==> src/rtl/cv32e40p_pkg.sv <==
// Shared types for the multiplier fault-tolerance monitor.
package cv32e40p_pkg;
  localparam int FT_MON_NSRC = 4;
  typedef enum logic [1:0] {IDLE, TRANSIENT, PERMANENT} ft_mon_state_e;
endpackage

==> src/rtl/cv32e40p_ft_sat_cnt.sv <==
// Per-source saturating error counter with synchronous clear.
module cv32e40p_ft_sat_cnt #(
  parameter int CNT_W = 8
) (
  input  logic             clk,
  input  logic             rst,
  input  logic             inc,
  input  logic             clr,
  output logic [CNT_W-1:0] value
);
  always_ff @(posedge clk or posedge rst) begin
    if (rst)                      value <= '0;
    else if (clr)                 value <= '0;
    else if (inc && value != '1)  value <= value + 1'b1;
  end
endmodule

==> src/rtl/cv32e40p_mult_ft_monitor.sv <==
// Error monitor for the TMR multiplier voters: counters, sticky status, fault FSM, irq.
// Optional first-error timestamp built when CV32E40P_FT_MON_TIMESTAMP_EN is defined.
module cv32e40p_mult_ft_monitor
  import cv32e40p_pkg::*;
#(
  parameter int CNT_W       = 8,
  parameter int PERM_THRESH = 16
) (
  input  logic                   clk,
  input  logic                   rst,
  input  logic [FT_MON_NSRC-1:0] error_detected_mult_i,
  input  logic                   clr_req_i,
  output logic                   clr_ack_o,
  input  logic [1:0]             cnt_sel_i,
  output logic [CNT_W-1:0]       cnt_o,
  output logic [FT_MON_NSRC-1:0] status_o,
  output logic                   perm_fault_o,
  output logic                   irq_o,
  output logic [31:0]            first_err_ts_o
);
  localparam int RUN_W = 8;

  ft_mon_state_e                         state_q;
  logic [RUN_W-1:0]                      run_q;
  logic                                  clr_fire;
  logic [FT_MON_NSRC-1:0]                flags;
  logic                                  any_err;
  logic                                  perm_entry;
  logic [FT_MON_NSRC-1:0][CNT_W-1:0]     cnt_q;

  // Clear wins over same-cycle flags: they are masked before anything sees them.
  assign clr_fire   = clr_req_i & ~clr_ack_o;
  assign flags      = clr_fire ? '0 : error_detected_mult_i;
  assign any_err    = |flags;
  assign perm_entry = (state_q == TRANSIENT) && any_err &&
                      (run_q == RUN_W'(PERM_THRESH - 1));

  for (genvar g = 0; g < FT_MON_NSRC; g++) begin : g_cnt
    cv32e40p_ft_sat_cnt #(.CNT_W(CNT_W)) u_cnt (
      .clk   (clk),
      .rst   (rst),
      .inc   (flags[g]),
      .clr   (clr_fire),
      .value (cnt_q[g])
    );
  end

  assign cnt_o = cnt_q[cnt_sel_i];

  always_ff @(posedge clk or posedge rst) begin
    if (rst) begin
      state_q      <= IDLE;
      run_q        <= '0;
      status_o     <= '0;
      perm_fault_o <= 1'b0;
      irq_o        <= 1'b0;
      clr_ack_o    <= 1'b0;
    end else if (clr_fire) begin
      state_q      <= IDLE;
      run_q        <= '0;
      status_o     <= '0;
      perm_fault_o <= 1'b0;
      irq_o        <= 1'b0;
      clr_ack_o    <= 1'b1;
    end else begin
      status_o <= status_o | flags;
      irq_o    <= (|(flags & ~status_o)) | perm_entry;
      if (!clr_req_i) clr_ack_o <= 1'b0;
      case (state_q)
        IDLE: if (any_err) begin
          state_q <= TRANSIENT;
          run_q   <= RUN_W'(1);
        end
        TRANSIENT: begin
          if (!any_err) begin
            state_q <= IDLE;
            run_q   <= '0;
          end else begin
            run_q <= run_q + 1'b1;
            if (perm_entry) begin
              state_q      <= PERMANENT;
              perm_fault_o <= 1'b1;
            end
          end
        end
        default: state_q <= PERMANENT;
      endcase
    end
  end

`ifdef CV32E40P_FT_MON_TIMESTAMP_EN
  logic [31:0] ts_q;

  // Free-running cycle count; only reset restarts it, clear does not.
  always_ff @(posedge clk or posedge rst) begin
    if (rst) begin
      ts_q           <= '0;
      first_err_ts_o <= '0;
    end else begin
      ts_q <= ts_q + 1'b1;
      if (clr_fire)                      first_err_ts_o <= '0;
      else if (status_o == '0 && any_err) first_err_ts_o <= ts_q;
    end
  end
`else
  assign first_err_ts_o = '0;
`endif
endmodule

==> config.mk <==
export PLATFORM = sky130hd
export DESIGN_NAME = cv32e40p_mult_ft_monitor
export DESIGN_NICKNAME = d
export VERILOG_FILES = /design/src/rtl/cv32e40p_pkg.sv /design/src/rtl/cv32e40p_ft_sat_cnt.sv /design/src/rtl/cv32e40p_mult_ft_monitor.sv
export SDC_FILE = /design/constraint.sdc
export NUM_CORES = 1
export LEC_CHECK = 0
export BUFFER_PORTS_ARGS = -buffer_cell sky130_fd_sc_hd__buf_2
export CAP_MARGIN = 20
export CORE_MARGIN = 2
export CORE_UTILIZATION = 48
export DETAILED_ROUTE_END_ITERATION = 10
export GPL_ROUTABILITY_DRIVEN = 0
export PLACE_DENSITY = 0.78
export REMOVE_ABC_BUFFERS = 1
export SYNTH_ARGS = -nofsm -noshare
export SYNTH_HDL_FRONTEND = slang
export SYNTH_SLANG_ARGS = --single-unit
==> constraint.sdc <==
create_clock -name clk -period 2.53 [get_ports clk]
set_clock_uncertainty 0.2 [all_clocks]
set_input_delay 0.506 -clock clk [delete_from_list [all_inputs] [get_ports clk]]
set_output_delay 0.506 -clock clk [all_outputs]
set_load 0.1 [all_outputs]
* After elaboration in Yosys (flattened, before gate mapping)
Index checks and enable logic that the tools add are counted.
Storage, ports and cells: flip-flop bits (word level) 49, input port bits 9
Cells by class: $add $sub $neg 5, $lt $le $gt $ge 1, equal/unequal tests 9, muxes and demuxes 28, bitwise logic cells 6, reduce and logical (&&, ||, !) cells 20
Operator list (count):
- $mux W8 | 12
- $add A8 B1 Y8 const B | 5
- $ne A8 B8 Y1 const B | 4
- $bmux W8 S2 | 1
- $pmux W8 S2 | 1
- $reduce_bool A2 Y1 | 7
- $eq A8 B4 Y1 const B | 1
- $mux W2 | 4
- $mux W4 | 2
- $reduce_or A4 Y1 | 2
- $mux W1 | 7
- $logic_and A1 B1 Y1 | 6
- $and A4 B4 Y4 | 1
- $ne A4 B4 Y1 const B | 1
- $not A4 Y4 | 1
- $or A4 B4 Y4 | 1
- $pmux W2 S2 | 1
- $reduce_and A2 Y1 | 2
- $lt A2 B3 Y1 const B | 1
- $ne A3 B3 Y1 const B | 1
- $reduce_and A3 Y1 | 1
- $reduce_bool A3 Y1 | 1
- $eq A2 B1 Y1 const B | 1
- $logic_not A2 Y1 | 1
- other kinds (4) | 4

* Depth between registers and ports, before layout
Gate-level depths: netlist (run 1).
depth after elaboration 10, gate-level depth with buffers 6, mapped depth without buffers 5

* Cells and area by module
Synthesis (run 1) repeated with hierarchy kept, for this count alone.
Unflattened totals: cells, all modules 329, area total of the unflattened synthesis 3314.4 µm²
By module, submodules not included:
- cv32e40p_ft_sat_cnt | times used 4, cells each 49, area an instance 504.2 µm², seq. area each 200.2 µm²
- cv32e40p_mult_ft_monitor | times used 1, cells each 133, area an instance 1297.5 µm², seq. area each 425.4 µm²

* Worst setup path before layout (run 1)
OpenSTA, ideal clock, no wires.
path type input port to output port, start in cnt_sel_i[0], end out cnt_o[0], arrival 1.698 ns, required time 1.824 ns, path slack 0.126 ns, stages on the path 2, path buffers 1, path through clkbuf_1 -> mux4_2
Between the ends: longest elaborated chain between the ends 2
RTL lines:
- start, declared | line cv32e40p_mult_ft_monitor.sv:14 | input logic [1:0] cnt_sel_i,
- $bmux W8 S2 | line cv32e40p_mult_ft_monitor.sv:48 | assign cnt_o = cnt_q[cnt_sel_i];
- $mux W8 (not written as such) | line cv32e40p_mult_ft_monitor.sv:48
- end, declared | line cv32e40p_mult_ft_monitor.sv:15 | output logic [CNT_W-1:0] cnt_o,
Every way passes these cells. The select of a mux whose other input is x is not followed.

* Worst setup path after layout (run 1)
start reg g_cnt[0].u_cnt.value[3], end out cnt_o[3]
Between the ends: longest elaborated chain between the ends 2
RTL lines:
- start, declared | line cv32e40p_ft_sat_cnt.sv:9 | output logic [CNT_W-1:0] value
- start signal, assigned | line cv32e40p_ft_sat_cnt.sv:14 | else if (inc && value != '1) value <= value + 1'b1;
- $bmux W8 S2 | line cv32e40p_mult_ft_monitor.sv:48
- $mux W8 (not written as such) | line cv32e40p_mult_ft_monitor.sv:48
Every way passes these cells. The select of a mux whose other input is x is not followed.

==> results of run 1 <==
## what timing repair did
| item | 4_1_cts | 5_1_grt |
|---|---|---|
| setup endpoints to repair | 0 | 0 |
| endpoints found under the hold margin | 6 | 0 |
| hold buffers | 1 | 0 |
| buffers inserted | 0 | 0 |
## routing by layer
layer	GRT usage (%)	up-vias
met5	0	-
met4	8.305	0
met3	3.407	14
met2	29.02	68
met1	25.80	1101
li1	-	1074
## worst paths after layout
| kind | from | endpoint | cells past startpoint |
|---|---|---|---|
| setup / recovery | g_cnt[0].u_cnt.value[3] | cnt_o[3] | 2 |
| hold / removal | clr_req_i | clr_ack_o | 1 |
| setup reg to reg | g_cnt[1].u_cnt.value[0] | g_cnt[1].u_cnt.value[2] | 6 |
| hold reg to reg | perm_fault_o | perm_fault_o | 2 |
| max in group asynchronous | rst | g_cnt[1].u_cnt.value[2] | 4 |
| min in group asynchronous | rst | g_cnt[0].u_cnt.value[3] | 3 |
## kinds of logic (layout without fill, tap and decap cells)
family / Yosys count / in the layout / share of synthesized area, %
other: 1 / 32 / 0.1303
adders and majority gates: 5 / 5 / 2.173
DFF: 49 / 49 / 42.59
buffers and inverters: 58 / 51 / 12.21
xor gates and xnor gates: 6 / 6 / 1.825
muxes: 10 / 10 / 6.953
and+or+nand+nor: 101 / 101 / 18.56
AOI/OAI and AO/OA: 65 / 65 / 15.56
## stage by stage
stage / hold WS [ps] / area (sq um) / power [mW] / utilization (%) / setup WS, ps
floorplan: 268.1 / 2693 / 1.582 / - / -310.1
global placement: 200.3 / 2949 / 1.697 / 50.41 / 290.2
detailed placement: 205.0 / 2949 / 1.718 / 50.41 / 256.9
CTS: 112.4 / 3045 / 2.188 / 52.05 / 251.5
global route: 116.7 / 3045 / 2.285 / 52.05 / 188.9
finish: 124.3 / 3045 / 2.174 / 52.05 / 247.0
## cell usage in the layout (no fill, tap or decap), drive strengths merged, types with 6 or more instances in the layout
cell type and count:
a21oi 8, a31oi 6, and3 6, buf 29
clkbuf 6, conb 32, dfrtp 49, inv 14
mux4 8, nand2 15, nand3 24, nand4 6
nor2 27, nor3 6, o211ai 6, o21ai 16
## Yosys cell counts (2+ instances only)
cell type,number
o31ai_1,3
ha_1,5
o311ai_0,4
and4_1,2
clkbuf_1,5
nor3_1,6
mux4_2,8
o21ai_0,16
nand3_1,24
nor2b_1,4
xor2_1,5
nand2b_1,2
nor2_1,27
buf_1,2
o211ai_1,6
a31oi_1,6
nand2_1,15
a22o_1,2
dfrtp_1,49
buf_4,32
o22ai_1,2
nand4_1,6
a211oi_1,3
buf_2,5
and3_1,6
a41o_1,2
inv_1,13
o41ai_1,4
a21oi_1,8
or3_1,2
mux2i_1,2
## worst max-delay path: stages (launching register included)
cell and delay, ps:
dfrtp_1 480, mux4_2 480, buf_2 300
## sequential cells by signal, indices dropped and copies added (netlist names)
register / count
perm_fault_o: 1
run_q: 8
state_q: 2
status_o: 4
g_cnt.u_cnt.value: 32
irq_o: 1
clr_ack_o: 1
## power by group
part	leakage, nW	internal [mW]	switching (mW)
logic	0.691	0.149	0.558
registers	0.648	0.870	0.129
clock network	0.0456	0.198	0.272
## cell type report
class | count | area [sq um] | share of cell area [%]
Tap cell | 75 | 93.84 | 3.081
Inverter | 13 | 48.80 | 1.602
Multi-Input combinational cell | 219 | 1420 | 46.63
Clock inverter | 2 | 13.76 | 0.4519
Clock buffer | 6 | 72.57 | 2.383
Timing Repair Buffer | 30 | 170.2 | 5.588
Sequential cell | 49 | 1226 | 40.26
==> metrics.md, run 1 <==
| Metric | Value |
|---|---|
| Status | `complete, no violations` |
| Fill cells | `506` |
| Area delta synth->final | `5.780%` |
| Gr ovfl total | `0` |
| Die area | `6633 sq um` |
| I/O pin count | `56` |
| CTS Buf Count | `5` |
| DR DRC count | `0` |
| Clock-pin slew on the worst setup and hold paths | `100 ps` |
| Routed WL | `6129 microns` |
| Clk buf depth | `2` |
| Antenna cell count | `0` |
| YS warnings | `0` |
| Post-synth cell types | `50` |
| Largest net degree at the start of global routing | `44` |
| Post-Syn Area | `2879 sq um` |
| TritonCTS clock tree | `yes` |
| Finished Layout Cells | `394` |
| Normalized max-slew margin | `60.90%` |
| Final setup fails | `0` |
| Fin Setup TNS | `0 ps` |
| CTS Root Cell | `clkbuf_8` |
| Initial Util | `49.21%` |
| Antenna-violating nets left | `0` |
| Violation count after the first detailed-route iteration | `125` |
| Worst Path Required | `1820 ps` |
| Post-detail-place hpwl | `4489 microns` |
| CP Data Arrival Time | `1580 ps` |
| Pre-Repair DR Iteration Count | `5` |
| Core Box Area | `5851 sq um` |
| Final worst path period share | `90.24%` |
| Clk sinks | `49` |
| WL per Instance | `15.56 microns` |
| GRT Util Overall | `18.77%` |
| CTS H-tree lvls | `2` |
| Hold crit path type | `in2reg` |
| Slew Limit Fails | `0` |
| Largest area contributor in the netlist | `dfrtp_1` |
| Final hold viol count | `0` |
| Worst Tran Pin Value | `584.0 ps` |
| Syn Area/Cell | `9.759 sq um` |
| Synthesized flop and latch total | `49` |
| Port Buf Inserts | `23` |
| Critical Path Source Type | `flip-flop` |
| Area contributors post-synth | `dfrtp_1, buf_4, mux4_2` |
| Sequential area share after synthesis | `42.59%` |
| First-pass GRT wire length | `9522 microns` |
| EDFF count, synth | `0` |
| Antenna violations before repair | `0` |
| WL met3 | `332 microns` |
| Die W | `81.45 microns` |
| Layout Nets | `332` |
| Crit path time final | `2283 ps` |
| VDD IR max | `0.0004583 V` |
| Uppermost layer routed | `met4` |
| Crit path max fanout | `9` |
| Type of the worst setup path | `reg2out` |
| Num rows | `28` |
| Placed Cells | `385` |
| Vias per cell | `5.728` |
| Peak Freq | `0.4380 GHz` |
| Layout cells sized above 1 | `15.36%` |
| M1 wire length | `2717 microns` |
| Leak | `1.384 nW` |
| Maxcap violations | `0` |
| Ys async rst share | `100.0%` |
| Post-synth top flop | `dfrtp_1` |
| Via count | `2257` |
| Clk Latency, worst-skew pair | `310 ps` |
| Unrepaired setup endpoints after global routing | `false` |
| R2R setup slack | `480 ps` |
| Post-Synthesis Cells | `295` |
| Setup crit end kind | `output pin` |
| PostCTS Resize Cnt | `0` |
| Pwr dens | `714.0 nW/um^2` |
| Top-area cell type share of the netlist area | `42.59%` |
| Vias in the first global route | `2019` |
| Y dimension of the die | `81.45 microns` |
| Met2 WL post-DR | `2967 microns` |
No activity file was read; power rests on OpenSTA's default activity.
==> run 2, diff against run 1 <==
BUFFER_PORTS_ARGS = -buffer_cell sky130_fd_sc_hd__buf_4   (was -buffer_cell sky130_fd_sc_hd__buf_2)
==> run 2 against run 1 <==
  * Die area unchanged
  * Clock power barely moved
  * Total power up 1.0%
  * Via count rose by 1.0%
  * Non-clock buffer count shrank 1
  * Clock-buffer cell count up 1
  * Critical path type unchanged
  * Critical endpoint unchanged
==> metrics.md, run 2 (synthesized netlist as in run 1, its figures left out) <==
| Metric | Value |
|---|---|
| Status | `complete, no violations` |
| WL per Instance | `15.84 microns (+1.9%)` |
| Normalized max-slew margin | `61.00% (+0.097 points)` |
| Finished Layout Cells | `393 (-0.25%)` |
| Largest net degree at the start of global routing | `35 (-20%)` |
| Die W | `81.45 microns (unchanged)` |
| Violation count after the first detailed-route iteration | `113 (-9.6%)` |
| Initial Util | `49.21% (unchanged)` |
| Beginning of the worst register-to-register path | `g_cnt[1].u_cnt.value[0]` |
| Setup crit end kind | `output pin` |
| Peak Freq | `0.4456 GHz (+1.7%)` |
| Final worst path period share | `88.70% (-1.5 points)` |
| Seq pwr share | `45.4% (-0.5 points)` |
| Worst setup path start | `g_cnt[0].u_cnt.value[3]` |
| Logic pwr share | `33.3% (+0.8 points)` |
| Clk Latency, worst-skew pair | `310 ps (about the same)` |
| Worst hold slack | `124.8 ps (+0.4490 ps)` |
| Pwr dens | `707.3 nW/um^2 (-0.94%)` |
| GRT Util Overall | `19.01% (+0.24 points)` |
| CP Data Arrival Time | `1540 ps (-40 ps)` |
| Layout Nets | `331 (-0.30%)` |
| VDD IR max | `0.0003813 V (-17%)` |
| Clock power share | `21.3% (-0.3 points)` |
| Commonest non-fill, non-tap cell in the layout | `dfrtp_1` |
| First-pass GRT wire length | `9763 microns (+2.5%)` |
| Worst Reg-to-Reg Cells | `6 (unchanged)` |
| Top Registers | `g_cnt.u_cnt.value: 32 flops, run_q: 8 flops, status_o: 4 flops` |
| Multi-input gate area | `1420 sq um (unchanged)` |
| Crit path max fanout | `9 (unchanged)` |
| Total Power | `2.196 mW (+1.0%)` |
| Type of the worst setup path | `reg2out` |
| Largest Register | `g_cnt.u_cnt.value` |
| Unrepaired setup endpoints after global routing | `false` |
| Placed Cells | `384 (-0.26%)` |
| Gr ovfl total | `0 (unchanged)` |
| Reg area | `1226 sq um (unchanged)` |
| Post-detail-place hpwl | `4542 microns (+1.2%)` |
| Crit path time final | `2244 ps (-38.99 ps)` |
| CTS Buf Count | `5 (unchanged)` |
| Y dimension of the die | `81.45 microns (unchanged)` |
| Hold Path Cell Cnt | `1 (unchanged)` |
| Core Box Area | `5851 sq um (unchanged)` |
| Vias per cell | `5.802 (+1.3%)` |
| Die area | `6633 sq um (unchanged)` |
| Max reg flops | `32 (unchanged)` |
| I/O pin count | `56 (unchanged)` |
| Area delta synth->final | `7.866%` |
| Antenna cell count | `0 (unchanged)` |
| Num rows | `28 (unchanged)` |
| Vias in the first global route | `2017 (-0.099%)` |
| Via count | `2280 (+1.0%)` |
| PostCTS Resize Cnt | `0 (unchanged)` |
| Pre-Repair DR Iteration Count | `4 (-1)` |
| Pint | `1.236 mW (+1.6%)` |
| CTS H-tree lvls | `2 (unchanged)` |
| Worst Path Required | `1820 ps (about the same)` |
| Port Buf Inserts | `23 (unchanged)` |
| DR DRC count | `0 (unchanged)` |
| Clock-pin slew on the worst setup and hold paths | `90 ps (about the same)` |
| Leak | `1.390 nW (+0.42%)` |
| Critical Path End | `cnt_o[3]` |
| Critical Path Source Type | `flip-flop` |
| Antenna-violating nets left | `0 (unchanged)` |
| Slew Limit Fails | `0 (unchanged)` |
| Routed WL | `6227 microns (+1.6%)` |
| Final Util | `53.08% (+1.0 points)` |
| R2r endpoint | `g_cnt[1].u_cnt.value[3]` |
| Commonest non-fill, non-tap cells in the layout | `dfrtp_1, conb_1, nor2_1, buf_4, nand3_1` |
| Switching Share | `43.72% (-0.34 points)` |
| Maxcap violations | `0 (unchanged)` |
| CTS Root Cell | `clkbuf_8` |
| Clk sinks | `49 (unchanged)` |
| Fill cells | `526 (+4.0%)` |
| Antenna violations before repair | `0 (unchanged)` |
| Hold crit path type | `in2reg` |
| Layout cells sized above 1 | `14.78% (-0.58 points)` |
| Psw | `960.2 uW (+0.22%)` |
| TritonCTS clock tree | `yes` |
| R2R setup slack | `440 ps (-40 ps)` |
| Worst Tran Pin Value | `582.5 ps (-1.449 ps)` |
| Clk buf depth | `2 (unchanged)` |
| Final setup fails | `0 (unchanged)` |
| Final hold viol count | `0 (unchanged)` |
run 2: metal layers:
metal / routed length, microns / vias up / part of all wire, % / GRT usage [%]
met2: 3110 / 81 / 50 / 29.92
met3: 307 / 10 / 4.9 / 4.066
met4: 68 / 0 / 1.1 / 5.424
met1: 2741 / 1122 / 44 / 26.51
met5: 0 / - / 0 / 0
li1: - / 1067 / - / -
run 2: how the worst min path moves through the flow:
stage | start | endpoint
final | clr_req_i | clr_ack_o
after detailed placement | run_q[6] | run_q[6]
after floorplan | g_cnt[1].u_cnt.value[7] | g_cnt[1].u_cnt.value[7]
after global routing | clr_req_i | clr_ack_o
after global placement | run_q[6] | run_q[6]
after CTS | clr_req_i | clr_ack_o
run 2: area by class of cell:
| cell class | instances | area share (%) |
|---|---|---|
| timing repair buffer | 29 | 7.494 |
| sequential | 49 | 39.48 |
| clock inverter | 1 | 0.2417 |
| clock buffer | 7 | 2.458 |
| inverter | 13 | 1.571 |
| multi-input combinational | 219 | 45.73 |
| tap | 75 | 3.022 |
run 2: worst max-delay path: stages, from the launching register on:
cell	delay, ps
dfrtp_1	500
mux4_2	490
buf_4	240
run 2: timing repair:
item / CTS / global route
endpoints found under the hold margin: 15 / 0
setup buffers: 0 / 0
hold buffers: 1 / 0
run 2: power by group through the flow:
stage | Combinational (mW) | Sequential, mW | Clock, mW
after floorplan | 0.550 | 1.03 | 0
after global placement | 0.713 | 1.01 | 0
after detailed placement | 0.731 | 1.01 | 0
after CTS | 0.733 | 0.996 | 0.469
after global routing | 0.778 | 1.02 | 0.509
final | 0.731 | 0.998 | 0.468
run 2: metrics by stage:
stage	setup slack [ps]	setup TNS, ps	cell area (sq um)
after global placement	408.9	0	3012
after CTS	292.0	0	3105
final	286.0	0	3105
after global routing	244.1	0	3105
after floorplan	-310.1	-1761	2693
after detailed placement	395.4	0	3012
==> run 3, diff against run 2 <==
CORE_MARGIN = 1   (was 2)
==> run 3 against run 2 <==
  * Total power grew 5.3%
  * Clock-buffer cell count fell by 1
  * Register-to-register slack gained 60 ps
  * Fmax is 0.16% higher
  * Worst setup slack gained 3.6 ps
  * Largest cell class unchanged
  * Core utilization increased by 2.3 points
  * Flip-flop and latch count unchanged
  * Highest routed layer unchanged
  * Final area up 0.56%
==> metrics.md, run 3 (synthesized netlist as in run 1, its figures left out) <==
| Metric | Value |
|---|---|
| Layout cells sized above 1 | `15.72% (+0.94 points)` |
| Max reg flops | `32 (unchanged)` |
| Clk Latency, worst-skew pair | `300 ps (about the same)` |
| Setup crit end kind | `output pin` |
| Maxcap violations | `0 (unchanged)` |
| Critical-path top delay cell | `dfrtp_1` |
| WL per Instance | `15.65 microns (-1.2%)` |
| Type of the worst setup path | `reg2out` |
| Antenna violations before repair | `0 (unchanged)` |
| DR DRC count | `0 (unchanged)` |
| PostCTS Resize Cnt | `0 (unchanged)` |
| Top Registers | `g_cnt.u_cnt.value: 32 flops, run_q: 8 flops, status_o: 4 flops` |
| Largest Register | `g_cnt.u_cnt.value` |
| Y dimension of the die | `79.45 microns (-2.5%)` |
| Worst Path Required | `1820 ps (about the same)` |
| Vias in the first global route | `2070 (+2.6%)` |
| Peak Freq | `0.4463 GHz (+0.16%)` |
| TritonCTS clock tree | `yes` |
| Initial Util | `51.03% (+1.8 points)` |
| CTS Root Cell | `clkbuf_8` |
| Met2 usage | `31.62% (+1.7 points)` |
| Grt met1 use | `27.84% (+1.3 points)` |
| CTS Buf Count | `5 (unchanged)` |
| I/O pin count | `56 (unchanged)` |
| Num rows | `27 (-3.6%)` |
| Pwr dens | `740.5 nW/um^2 (+4.7%)` |
| Port Buf Inserts | `23 (unchanged)` |
| CTS H-tree lvls | `2 (unchanged)` |
| Post-Place Setup Slack | `383.0 ps (-12.37 ps)` |
| Commonest non-fill, non-tap cell in the layout | `dfrtp_1` |
| Normalized max-slew margin | `62.41% (+1.4 points)` |
| Post-detail-place hpwl | `4493 microns (-1.1%)` |
| Final worst path period share | `88.55% (-0.14 points)` |
| Crit path max fanout | `9 (unchanged)` |
| Area delta synth->final | `8.475%` |
| Family with the most delay on the worst path | `flip-flops` |
| Pre-Repair DR Iteration Count | `4 (unchanged)` |
| Leak | `1.405 nW (+1.1%)` |
| Core Box Area | `5642 sq um (-3.6%)` |
| Antenna cell count | `0 (unchanged)` |
| Buf+Inv Stages, Crit Path | `1 (unchanged)` |
| Commonest non-fill, non-tap cells in the layout | `dfrtp_1, conb_1, buf_4` |
| Postcts setup bufs | `0 (unchanged)` |
| Via count | `2283 (+0.13%)` |
| Status | `complete, no violations` |
| Fin area | `3123 sq um (+0.56%)` |
| Clk sinks | `49 (unchanged)` |
| Worst Tran Pin Value | `561.5 ps (-21.06 ps)` |
| Cts hold-fix bufs | `0 (-1)` |
| Unrepaired setup endpoints after global routing | `false` |
| Top Usage Layer GRT | `met2` |
| Routed WL | `6103 microns (-2.0%)` |
| Met3 Resource Use GR | `3.429% (-0.64 points)` |
| Die area | `6312 sq um (-4.9%)` |
| GRT Util Overall | `20.14% (+1.1 points)` |
| Largest net degree at the start of global routing | `28 (-20%)` |
| Clk buf depth | `2 (unchanged)` |
| Placed cell area | `3003 sq um (-0.29%)` |
| Clock-pin slew on the worst setup and hold paths | `90 ps (about the same)` |
| Critical Path Source Type | `flip-flop` |
| Crit path time final | `2240 ps (-3.597 ps)` |
| Layout Nets | `331 (unchanged)` |
| First-pass GRT wire length | `9694 microns (-0.71%)` |
| Vias per cell | `5.854 (+0.90%)` |
| VDD IR max | `0.0003955 V (+3.7%)` |
| Hold crit path type | `in2async` |
| Gr ovfl total | `0 (unchanged)` |
| Slew Limit Fails | `0 (unchanged)` |
| Final hold viol count | `0 (unchanged)` |
| CP Cell Sequence | `mux4_2 -> buf_4` |
| Violation count after the first detailed-route iteration | `168 (+49%)` |
| Crit-path max cell delay | `500 ps (about the same)` |
| CP Data Arrival Time | `1530 ps (about the same)` |
| Setup ws final | `289.6 ps (+3.597 ps)` |
| Antenna-violating nets left | `0 (unchanged)` |
| Final Util | `55.36% (+2.3 points)` |
| Die W | `79.45 microns (-2.5%)` |
| Final setup fails | `0 (unchanged)` |
## run 3: cell types whose count changed in the layout (fill, tap and decap cells not counted)
| cell | before | now |
|---|---|---|
| clkbuf_8 | 5 | 6 |
| buf_12 | 1 | 0 |
| bufinv_16 | 0 | 1 |
| dlygate4sd3_1 | 1 | 0 |
| clkbuf_1 | 2 | 0 |
| buf_4 | 27 | 29 |
## run 3: power breakdown
| part | internal (mW) | total (mW) | switching (mW) |
|---|---|---|---|
| Clock | 0.322 | 0.586 | 0.264 |
| Combinational | 0.169 | 0.730 | 0.561 |
| Sequential | 0.870 | 0.997 | 0.128 |
## run 3: cell type report
class,instances,area [sq um]
Fill cell,506,2519
Sequential cell,49,1226
Tap cell,72,90.09
Multi-Input combinational cell,219,1420
Timing Repair Buffer,29,217.7
Inverter,13,48.80
Clock inverter,2,37.54
Clock buffer,6,82.58
## run 3: worst reg2reg max path, stage by stage, from the launching register on
cell and delay [ps]:
dfrtp_1 460, ha_1 290, nand4_1 160, o21ai_0 480, mux2i_1 260, nor2_1 60
## run 3: final timing paths
path                                         start                      end  slack (ps)  cells past startpoint
min in group clk                         clr_req_i                clr_ack_o         130                      1
setup reg to reg           g_cnt[2].u_cnt.value[0]  g_cnt[2].u_cnt.value[1]         500                      5
hold reg to reg                           run_q[6]                 run_q[6]         320                      1
max in group asynchronous                      rst  g_cnt[2].u_cnt.value[5]        1490                      3
hold / removal                                 rst  g_cnt[0].u_cnt.value[7]          40                      2
setup / recovery           g_cnt[0].u_cnt.value[3]                 cnt_o[3]         290                      2
## run 3: per-layer routing
metal / share of wire (%) / vias to the layer above
li1: - / 1064
met1: 44 / 1130
met2: 49 / 76
met3: 5.7 / 13
met4: 1.3 / 0
met5: 0 / -
## run 3: metrics by stage
step	setup TNS [ps]	instances	hold slack, ps	power (mW)
detailed placement	0	382	308.5	1.733
CTS	0	390	62.71	2.326
global placement	0	382	303.1	1.717
global route	0	390	90.58	2.414
floorplan	-1761	281	268.1	1.582
finish	0	390	42.21	2.313
